$ cat src/rtl/mem_access_unit.sv
// MEM pipeline stage: issues one registered data-memory request per aligned load/store,
// stalls upstream until the response (or a 15-cycle timeout), resolves branches, and
// owns the MEM/WB pipeline register.
//
// Ports
//   clk_i, rst_i                 clock; synchronous active-high reset
//   alu_c_i, rt_data_i, npc_i    EX/MEM address/ALU result, store data, branch target
//   reg_rd_i, memr_i, memw_i,    EX/MEM control fields
//   regw_i, mem2r_i, zero_i,
//   branch_i
//   dm_req_o, dm_we_o,           registered data-memory request
//   dm_addr_o, dm_wdata_o
//   dm_rdata_i, dm_ack_i         memory response (rdata valid only with ack)
//   stall_o                      holds EX/MEM and upstream stages
//   pc_src_o, flush_o            branch redirect select and pipeline flush
//   wb_rdata_o, wb_alu_o,        MEM/WB register
//   wb_rd_o, wb_regw_o,
//   wb_mem2r_o
//   align_err_o, bus_err_o       sticky error flags, cleared only by reset
module mem_access_unit (
   input  logic        clk_i,
   input  logic        rst_i,
   input  logic [31:0] alu_c_i,
   input  logic [31:0] rt_data_i,
   input  logic [31:0] npc_i,
   input  logic [4:0]  reg_rd_i,
   input  logic        memr_i,
   input  logic        memw_i,
   input  logic        regw_i,
   input  logic        mem2r_i,
   input  logic        zero_i,
   input  logic [1:0]  branch_i,
   output logic        dm_req_o,
   output logic        dm_we_o,
   output logic [31:0] dm_addr_o,
   output logic [31:0] dm_wdata_o,
   input  logic [31:0] dm_rdata_i,
   input  logic        dm_ack_i,
   output logic        stall_o,
   output logic        pc_src_o,
   output logic        flush_o,
   output logic [31:0] wb_rdata_o,
   output logic [31:0] wb_alu_o,
   output logic [4:0]  wb_rd_o,
   output logic        wb_regw_o,
   output logic        wb_mem2r_o,
   output logic        align_err_o,
   output logic        bus_err_o
);

   typedef enum logic [1:0] {StIdle, StReq, StDone} state_e;

   state_e      state_q, state_d;
   logic [3:0]  tmo_q, tmo_d;
   logic [31:0] cap_q, cap_d;
   logic        dm_req_q, dm_req_d, dm_we_q, dm_we_d;
   logic [31:0] dm_addr_q, dm_addr_d, dm_wdata_q, dm_wdata_d;
   logic [31:0] wb_rdata_q, wb_rdata_d, wb_alu_q, wb_alu_d;
   logic [4:0]  wb_rd_q, wb_rd_d;
   logic        wb_regw_q, wb_regw_d, wb_mem2r_q, wb_mem2r_d;
   logic        align_err_q, align_err_d, bus_err_q, bus_err_d;

   logic mem_op, access, misaligned, stall, taken, timeout;

   // The branch target is consumed by the fetch stage; only pc_src is produced here.
   logic unused_npc;
   assign unused_npc = ^npc_i;

   assign mem_op     = memr_i | memw_i;
   assign access     = mem_op & (alu_c_i[1:0] == 2'b00);
   assign misaligned = mem_op & (alu_c_i[1:0] != 2'b00);
   assign stall      = ((state_q == StIdle) & access) | (state_q == StReq);
   // tmo_q counts REQ cycles already spent without ack; the 15th such cycle gives up.
   assign timeout    = (state_q == StReq) & ~dm_ack_i & (tmo_q == 4'd14);
   assign taken      = ((branch_i == 2'b01) & zero_i) | ((branch_i == 2'b10) & ~zero_i) |
                       (branch_i == 2'b11);

   always_comb begin
      state_d     = state_q;
      tmo_d       = tmo_q;
      cap_d       = cap_q;
      dm_req_d    = dm_req_q;
      dm_we_d     = dm_we_q;
      dm_addr_d   = dm_addr_q;
      dm_wdata_d  = dm_wdata_q;
      align_err_d = align_err_q;
      bus_err_d   = bus_err_q;

      unique case (state_q)
         StIdle: begin
            if (access) begin
               state_d    = StReq;
               tmo_d      = 4'd0;
               dm_req_d   = 1'b1;
               dm_we_d    = memw_i;
               dm_addr_d  = alu_c_i;
               dm_wdata_d = rt_data_i;
            end
            if (misaligned) align_err_d = 1'b1;
         end
         StReq: begin
            if (dm_ack_i || timeout) begin
               state_d  = StDone;
               dm_req_d = 1'b0;
               dm_we_d  = 1'b0;
            end
            if (dm_ack_i) begin
               cap_d = memr_i ? dm_rdata_i : 32'd0;
            end else begin
               tmo_d = tmo_q + 4'd1;
               if (timeout) begin
                  cap_d     = 32'd0;
                  bus_err_d = 1'b1;
               end
            end
         end
         // The held instruction advances out of MEM here without re-issuing.
         StDone:  state_d = StIdle;
         default: state_d = StIdle;
      endcase

      if (stall) begin
         // Bubble: writeback suppressed, data fields keep their last values.
         wb_rd_d    = wb_rd_q;
         wb_alu_d   = wb_alu_q;
         wb_rdata_d = wb_rdata_q;
         wb_regw_d  = 1'b0;
         wb_mem2r_d = 1'b0;
      end else begin
         wb_rd_d    = reg_rd_i;
         wb_alu_d   = alu_c_i;
         wb_rdata_d = cap_q;
         wb_regw_d  = regw_i & ~misaligned;
         wb_mem2r_d = mem2r_i;
      end
   end

   always_ff @(posedge clk_i) begin
      if (rst_i) begin
         state_q     <= StIdle;
         tmo_q       <= 4'd0;
         cap_q       <= 32'd0;
         dm_req_q    <= 1'b0;
         dm_we_q     <= 1'b0;
         dm_addr_q   <= 32'd0;
         dm_wdata_q  <= 32'd0;
         wb_rdata_q  <= 32'd0;
         wb_alu_q    <= 32'd0;
         wb_rd_q     <= 5'd0;
         wb_regw_q   <= 1'b0;
         wb_mem2r_q  <= 1'b0;
         align_err_q <= 1'b0;
         bus_err_q   <= 1'b0;
      end else begin
         state_q     <= state_d;
         tmo_q       <= tmo_d;
         cap_q       <= cap_d;
         dm_req_q    <= dm_req_d;
         dm_we_q     <= dm_we_d;
         dm_addr_q   <= dm_addr_d;
         dm_wdata_q  <= dm_wdata_d;
         wb_rdata_q  <= wb_rdata_d;
         wb_alu_q    <= wb_alu_d;
         wb_rd_q     <= wb_rd_d;
         wb_regw_q   <= wb_regw_d;
         wb_mem2r_q  <= wb_mem2r_d;
         align_err_q <= align_err_d;
         bus_err_q   <= bus_err_d;
      end
   end

   assign dm_req_o    = dm_req_q;
   assign dm_we_o     = dm_we_q;
   assign dm_addr_o   = dm_addr_q;
   assign dm_wdata_o  = dm_wdata_q;
   assign stall_o     = stall;
   assign pc_src_o    = taken & ~stall;
   assign flush_o     = taken & ~stall;
   assign wb_rdata_o  = wb_rdata_q;
   assign wb_alu_o    = wb_alu_q;
   assign wb_rd_o     = wb_rd_q;
   assign wb_regw_o   = wb_regw_q;
   assign wb_mem2r_o  = wb_mem2r_q;
   assign align_err_o = align_err_q;
   assign bus_err_o   = bus_err_q;

endmodule

$ cat config.mk
export PLATFORM = sky130hd
export DESIGN_NAME = mem_access_unit
export DESIGN_NICKNAME = d
export VERILOG_FILES = /design/src/rtl/mem_access_unit.sv
export SDC_FILE = /design/constraint.sdc
export NUM_CORES = 1
export LEC_CHECK = 0
export ABC_CLOCK_PERIOD_IN_PS = 2130
export BUFFER_PORTS_ARGS = -buffer_cell sky130_fd_sc_hd__clkbuf_2
export CAP_MARGIN = 15
export CORE_ASPECT_RATIO = 1.25
export CORE_MARGIN = 2
export CORE_UTILIZATION = 45
export DETAILED_ROUTE_END_ITERATION = 8
export PLACE_DENSITY_LB_ADDON = 0.15
export SETUP_SLACK_MARGIN = 0.5
export SKIP_CTS_REPAIR_TIMING = 1
export SLEW_MARGIN = 20
export SYNTH_ARGS = -nofsm -noshare
export SYNTH_HDL_FRONTEND = slang
export SYNTH_SLANG_ARGS = --single-unit
$ cat constraint.sdc
create_clock -name clk_i -period 2.13 [get_ports clk_i]
set_clock_uncertainty 0.1 [all_clocks]
set_input_delay 0.213 -clock clk_i [delete_from_list [all_inputs] [get_ports clk_i]]
set_output_delay 0.213 -clock clk_i [all_outputs]
set_load 0.005 [all_outputs]
==> impl_results.md, run 1 <==
- Outcome: finished clean
- TritonCTS clock tree: built
- Arr. time, crit path: 1.87 ns
- Vias in the first global route: 5460
- RSZ-0062 raised after global routing: true
- GRT Resource Usage Total: 20.40%
- Die Ht: 141.7 µm
- Place WS: 0.3068 ns
- First-pass GRT wire length: 26480 µm
- Num CTS Buffers: 17
- Yosys Warn Count: 0
- Reg2Reg Setup Slack: 0.50 ns
- Hold Path End: state_q[0]$_SDFFE_PP0P_
- WS Path Type: flop to flop
- Hold path cells: 4
- Largest cells by area after synthesis: dfxtp_1 52%, nand2b_1 13%, mux2i_1 10%
- Synth top cells by count: 177 x dfxtp_1, 139 x nand2b_1, 127 x nand2_1, 70 x mux2i_1, 69 x a21oi_1
- Reg area: 3550 µm²
- Max-slew violations: 0
- Peak supply drop: 552.0 µV
- Reg2reg path depth: 6
- CP max stage delay: 0.34 ns
- CP required: 2.37 ns
- Initial antenna violation count: 0
- I/O Buffers: 252
- Power per Cell Area: 749.9 nW/µm²
- Hold Slack: 0.09845 ns
- Cell Rows: 50
- Max Fclk: 615.0 MHz
- Yosys cell types: 31
- Slew headroom: 58.61%
- Count of state elements after synthesis: 177
- Later-pin clock latency in the skew report: 0.43 ns
- Vias: 6157
- Post-synthesis cell count: 744
- Core area: 14890 µm²
- Slowest CP cell: dfxtp_2
- Post-Synthesis Cell Area: 6824 µm²
- Die ar.: 16170 µm²
- Period utilization: 76.34%
- DRC: 0
- Final worst slack: 0.5039 ns
- Initial DRT Pass Iterations: 4
- Area leader, netlist: dfxtp_1
- R2r endpoint: cap_q[14]$_SDFFE_PP0P_
- Final-report hold violation count: 0
- Final setup fails: 0
- Top-count cell post-synth: dfxtp_1
- Static Leak: 4.364 nW
- Syn_nets: 889
- Share of layout cells above drive strength 1: 30.54%
- Fill count: 1200
- Finished Cell Area: 10120 µm²
- TNS Setup: 0 ns
- Wirelength per Cell: 14.55 µm
- Post-DP HPWL: 11050 µm
- Clock buffer depth: 2
- DRT iter0 DRCs: 285
- Global route overflow: 0
- Final ANT Viol Nets: 0
- CTS sink count: 177
- Min cycle time layout: 1.626 ns
- Reg-to-reg startpoint: tmo_q[0]$_SDFFE_PP0P_
- Hold_sp: dm_ack_i
- Crit. End Element: flop
- Post-synth top flop: dfxtp_1
- Area of the multi-input gates: 3002 µm²
- Startpoint Class: flop
- DP Area: 8233 µm²
- Post-synth ARST share: 0%
- Vias/cell: 4.765
- Die X: 114.1 µm
- Starting Density: 45.83%
- Largest net degree at the start of global routing: 97
- Post-layout util: 67.95%
- H-tree levels: 4
- Worst path cell trace: inv_2 > ha_2 > and3_4 > o21a_4 > clkbuf_16 > o21ai_0
- Nets: 1242
- Max-cap viol count: 0
- Top-area cell type share of the netlist area: 51.93%
- Clock transition at path regs: 0.07 ns
- Crit-path max FO: 32
- Worst path bufs/invs: 2
- Clock root buffer: clkbuf_16
- Final WL: 18800 µm
- EDFF count, synth: 0
- Least-Margin Pin Slew: 0.6209 ns
- Critical path's top delay family: compound AO/OA/AOI/OAI gates
- Global placer's final weighted congestion: 0.7316
- Syn_area_per_cell: 9.172 µm²
- Sequential share of the synthesized area: 51.93%
- IO Count: 285
- Inserted Diodes: 0
- Worst min path class: input pin to flop
- Area grow syn2layout: 48.26%
[layout make-up]
cell class	instances	share of cell area, %
clock buffer	18	4.341
tap	182	2.251
multi-input combinational	507	29.67
sequential	177	35.09
inverter	2	0.07420
timing repair buffer	392	27.05
clock inverter	14	1.534
[kinds of logic (layout without fill, tap and decap cells)]
family	count (synthesis)	count (layout)	synth area share (%)
AND/OR/NAND/NOR	327	327	24.64
flip-flops	177	177	51.93
AO/OA/AOI/OAI	106	106	7.829
multiplexers	70	70	10.27
buffers and inverters	60	426	4.712
adder cells (fa/ha/maj)	2	2	0.3666
XOR/XNOR	2	2	0.2567
[layer usage]
| layer | wire length, µm | global-route usage (%) | up-vias |
|---|---|---|---|
| li1 | - | - | 3148 |
| met1 | 8004 | 24.91 | 2807 |
| met2 | 9323 | 32.96 | 190 |
| met3 | 1306 | 7.860 | 12 |
| met4 | 170 | 6.868 | 0 |
| met5 | 0 | 0 | - |
[through the flow]
stage | cells | power [mW]
after floorplan | 744 | 3.968
after global placement | 1137 | 4.289
after detailed placement | 1137 | 4.297
after CTS | 1169 | 7.441
after global routing | 1292 | 7.872
final | 1292 | 7.587
[layout by cell type, fill, tap and decap left out, types with 21 or more instances in the layout]
| cell | count |
|---|---|
| clkbuf_2 | 251 |
| dfxtp_1 | 174 |
| nand2b_1 | 139 |
| nand2_1 | 127 |
| dlygate4sd3_1 | 104 |
| mux2i_1 | 70 |
| a21oi_1 | 68 |
| nand3_1 | 32 |
| o21ai_0 | 29 |
| buf_4 | 25 |
| clkbuf_16 | 21 |
[state kept, by name, indices dropped and copies added (netlist names)]
name         count
wb_mem2r_o       1
cap_q           32
dm_we_o          1
state_q          2
wb_alu_o        32
dm_req_o         1
align_err_o      1
bus_err_o        1
wb_rdata_o      32
dm_wdata_o      32
wb_rd_o          5
tmo_q            4
dm_addr_o       32
wb_regw_o        1
[worst register-to-register path, stage by stage, from the launching register on]
cell       delay, ns
dfxtp_2         0.34
inv_2           0.05
ha_2            0.17
and3_4          0.19
o21a_4          0.27
clkbuf_16       0.22
o21ai_0         0.20
[worst max-delay path by stage]
stage | start | end | slack (ns) | depth (start not counted)
after global routing | tmo_q[0]$_SDFFE_PP0P_ | cap_q[14]$_SDFFE_PP0P_ | 0.45 | 6
after floorplan | tmo_q[0]$_SDFFE_PP0P_ | cap_q[31]$_SDFFE_PP0P_ | 0.53 | 8
after global placement | alu_c_i[0] | wb_rdata_o[31]$_SDFFE_PP0N_ | 0.35 | 7
final | tmo_q[0]$_SDFFE_PP0P_ | cap_q[14]$_SDFFE_PP0P_ | 0.50 | 6
after CTS | state_q[0]$_SDFFE_PP0P_ | flush_o | 0.33 | 5
after detailed placement | alu_c_i[0] | wb_alu_o[28]$_SDFFE_PP0N_ | 0.31 | 7
[report_power, final]
group | leakage (nW) | internal [mW] | switching, mW
clock | 0.281 | 1.78 | 1.37
sequential | 1.44 | 3.43 | 0.0599
combinational | 2.64 | 0.523 | 0.427
total | 4.36 | 5.73 | 1.86
Power figures use the tool's default switching activity.
==> run 2, diff against run 1 <==
--- a/config.mk
+++ b/config.mk
@@ -5,7 +5,8 @@
 export SDC_FILE = /design/constraint.sdc
 export NUM_CORES = 1
 export LEC_CHECK = 0
-export ABC_CLOCK_PERIOD_IN_PS = 2130
+export ABC_AREA = 1
+export ABC_CLOCK_PERIOD_IN_PS = 1500
 export BUFFER_PORTS_ARGS = -buffer_cell sky130_fd_sc_hd__clkbuf_2
 export CAP_MARGIN = 15
 export CORE_ASPECT_RATIO = 1.25
==> constraint.sdc (replaced) <==
create_clock -name clk_i -period 1.5 [get_ports clk_i]
set_clock_uncertainty 0.1 [all_clocks]
set_input_delay 0.15 -clock clk_i [delete_from_list [all_inputs] [get_ports clk_i]]
set_output_delay 0.15 -clock clk_i [all_outputs]
set_load 0.005 [all_outputs]
==> run 2 against run 1 <==
Against the previous run:
- the run now ends with negative setup slack left
- die area fell by 8.6%
- sequential share of layout area fell by 0.29 points
- critical path depth did not move
- power rose by 52%
- final area rose by 0.87%
- synthesized area fell by 8.9%
- non-clock buffer count rose by 3
- global-route usage rose by 2.0 points
- cell count rose by 3.6%
- first-iteration DRC count rose by 26%
- synthesized cell count rose by 6.6%
- critical path type is now flop to primary output
- largest cell class unchanged
==> impl_results.md, run 2 <==
- Crit-path max FO: 7
- Post-synthesis cell count: 793
- Die X: 109.1 µm
- Share of layout cells above drive strength 1: 34.36%
- Final setup fails: 4
- I/O Buffers: 252
- Crit path to: flush_o
- Post-layout util: 74.85%
- DRT iter0 DRCs: 358
- Syn_nets: 938
- CTS sink count: 177
- Post-Synthesis Cell Area: 6217 µm²
- Final-report hold violation count: 0
- H-tree levels: 4
- Initial DRT Pass Iterations: 5
- RSZ-0062 raised after global routing: true
- Period utilization: 107.4%
- Nets: 1296
- CP max stage delay: 0.34 ns
- Count of state elements after synthesis: 177
- Reg2reg path depth: 8
- TNS Setup: -0.3194 ns
- Core area: 13630 µm²
- Fill count: 1007
- Clock transition at path regs: 0.06 ns
- CP Launch Point: state_q[0]$_SDFFE_PP0P_
- Most frequent cells in the layout: 250 x clkbuf_2, 171 x dfxtp_1, 167 x nand2_1
- Yosys Warn Count: 0
- Global placer's final weighted congestion: 0.7804
- Commonest non-fill, non-tap cell in the layout: clkbuf_2
- Wirelength per Cell: 15.03 µm
- Synth top cells by count: 177 x dfxtp_1, 173 x nand2_1, 147 x nor2_1, 89 x o21ai_0, 71 x a21oi_1
- GRT Resource Usage Total: 22.36%
- Worst min path class: input pin to flop
- Starting Density: 45.60%
- Num CTS Buffers: 17
- Slowest CP cell: dfxtp_2
- Startpoint Class: flop
- Outcome: complete, but fails checks
- Reg-to-reg startpoint: state_q[0]$_SDFFE_PP0P_
- Static Leak: 4.629 nW
- Die Ht: 135.4 µm
- Worst path cell trace: nor2_4 > nand3_4 > nand2_8 > buf_12 > nor2_4 > clkbuf_2
- Vias: 6590
- Vias in the first global route: 5319
- Post-synth ARST share: 0%
- Top-area cell type share of the netlist area: 56.99%
- TritonCTS clock tree: built
- Arr. time, crit path: 1.36 ns
- Clock root buffer: clkbuf_16
- Die ar.: 14780 µm²
- Cell Rows: 48
- First-pass GRT wire length: 26030 µm
- DRC: 0
- Max Fclk: 620.5 MHz
- Syn_area_per_cell: 7.840 µm²
- Area grow syn2layout: 64.14%
- Post-synth top flop: dfxtp_1
- Initial antenna violation count: 0
- Min cycle time layout: 1.612 ns
- Largest cells by area after synthesis: dfxtp_1 57%, nand2_1 10%, nor2_1 8.9%
- Later-pin clock latency in the skew report: 0.42 ns
- Max-cap viol count: 0
- Failing checks: negative setup slack
- Final WL: 20120 µm
- Largest net degree at the start of global routing: 71
- Sequential share of the synthesized area: 56.99%
- Vias/cell: 4.922
- Global route overflow: 0
- Final ANT Viol Nets: 0
- Yosys cell types: 21
- Peak supply drop: 775.6 µV
- IO Count: 285
- Crit. End Element: primary output
- Top-count cell post-synth: dfxtp_1
- Post-DP HPWL: 11140 µm
- Inserted Diodes: 0
- Clock buffer depth: 2
- Final worst slack: -0.1117 ns
- Slew headroom: 47.90%
- Max-slew violations: 0
- Power per Cell Area: 1128 nW/µm²
- Least-Margin Pin Slew: 0.7815 ns
- Place WS: 0.06765 ns
- WS Path Type: flop to primary output
- Reg2Reg Setup Slack: -0.01 ns
- Most common cell on crit path: nor2_4
- CP required: 1.25 ns
- Area leader, netlist: dfxtp_1
- Tot Pwr: 11.51 mW
- EDFF count, synth: 0
- R2r endpoint: wb_rdata_o[21]$_SDFFE_PP0N_
[run 2: cell count changes after synthesis, moves of 5 or more]
cell,before,now
nand2_1,127,173
o21ai_0,35,89
mux2i_1,70,1
inv_1,2,12
nand3_1,33,42
o21ai_1,0,12
nor2_1,14,147
nand2b_1,139,0
clkbuf_1,21,26
buf_6,7,0
[run 2: through the flow]
step	instance area (µm²)	hold WS, ns	instances
after floorplan	6511	0.1884	793
after global placement	7921	0.2815	1183
after detailed placement	7921	0.2866	1183
after CTS	8577	-0.1680	1215
after global routing	10200	0.04333	1339
final	10200	0.007759	1339
[run 2: layer usage]
metal / routed length, µm / global-route usage [%] / vias up
li1: - / - / 3289
met1: 7738 / 26.74 / 3044
met2: 10630 / 37.78 / 210
met3: 1141 / 6.349 / 47
met4: 610 / 8.405 / 0
met5: 0 / 0 / -
[run 2: where the power goes]
| group | switching [mW] | internal, mW | total [mW] |
|---|---|---|---|
| logic | 0.794 | 0.779 | 1.57 |
| clock network | 1.79 | 3.09 | 4.88 |
| registers | 0.123 | 4.94 | 5.06 |
[run 2: area by class of cell]
type	instances	area [µm²]	share of cell area, %
well taps	175	219.0	2.146
repair buffers	395	2994	29.34
clock buffers	23	478.0	4.684
flip-flops and latches	177	3551	34.80
clock inverters	9	177.7	1.741
multi-input cells	545	2713	26.58
inverters	15	72.57	0.7111
[run 2: how the worst min path moves through the flow]
stage,from,end,slack [ns],cells past startpoint
CTS,rt_data_i[26],dm_wdata_o[26]$_SDFFE_PP0P_,-0.17,3
global placement,rt_data_i[25],dm_wdata_o[25]$_SDFFE_PP0P_,0.28,3
detailed placement,rt_data_i[25],dm_wdata_o[25]$_SDFFE_PP0P_,0.29,3
floorplan,regw_i,wb_regw_o$_SDFF_PP0_,0.19,2
finish,dm_ack_i,state_q[0]$_SDFFE_PP0P_,0.008,4
global route,dm_ack_i,state_q[0]$_SDFFE_PP0P_,0.04,4
[run 2: critical path: cells and delay by family, from the launching register on]
kind | cells | cell delay (ns)
flip-flops | 1 | 0.34
buffers and inverters | 2 | 0.22
AND/OR/NAND/NOR | 4 | 0.37
[run 2: cells by family (layout without fill, tap and decap cells)]
family                     after synthesis  in the layout  share of synthesized area (%)
AOI/OAI and AO/OA                      172            172                          13.85
xor gates and xnor gates                 1              1                         0.1409
adders and majority gates                2              2                         0.4024
buffers and inverters                   71            442                          4.971
DFF                                    177            177                          56.99
muxes                                    1              1                         0.1610
and+or+nand+nor                        369            369                          23.49
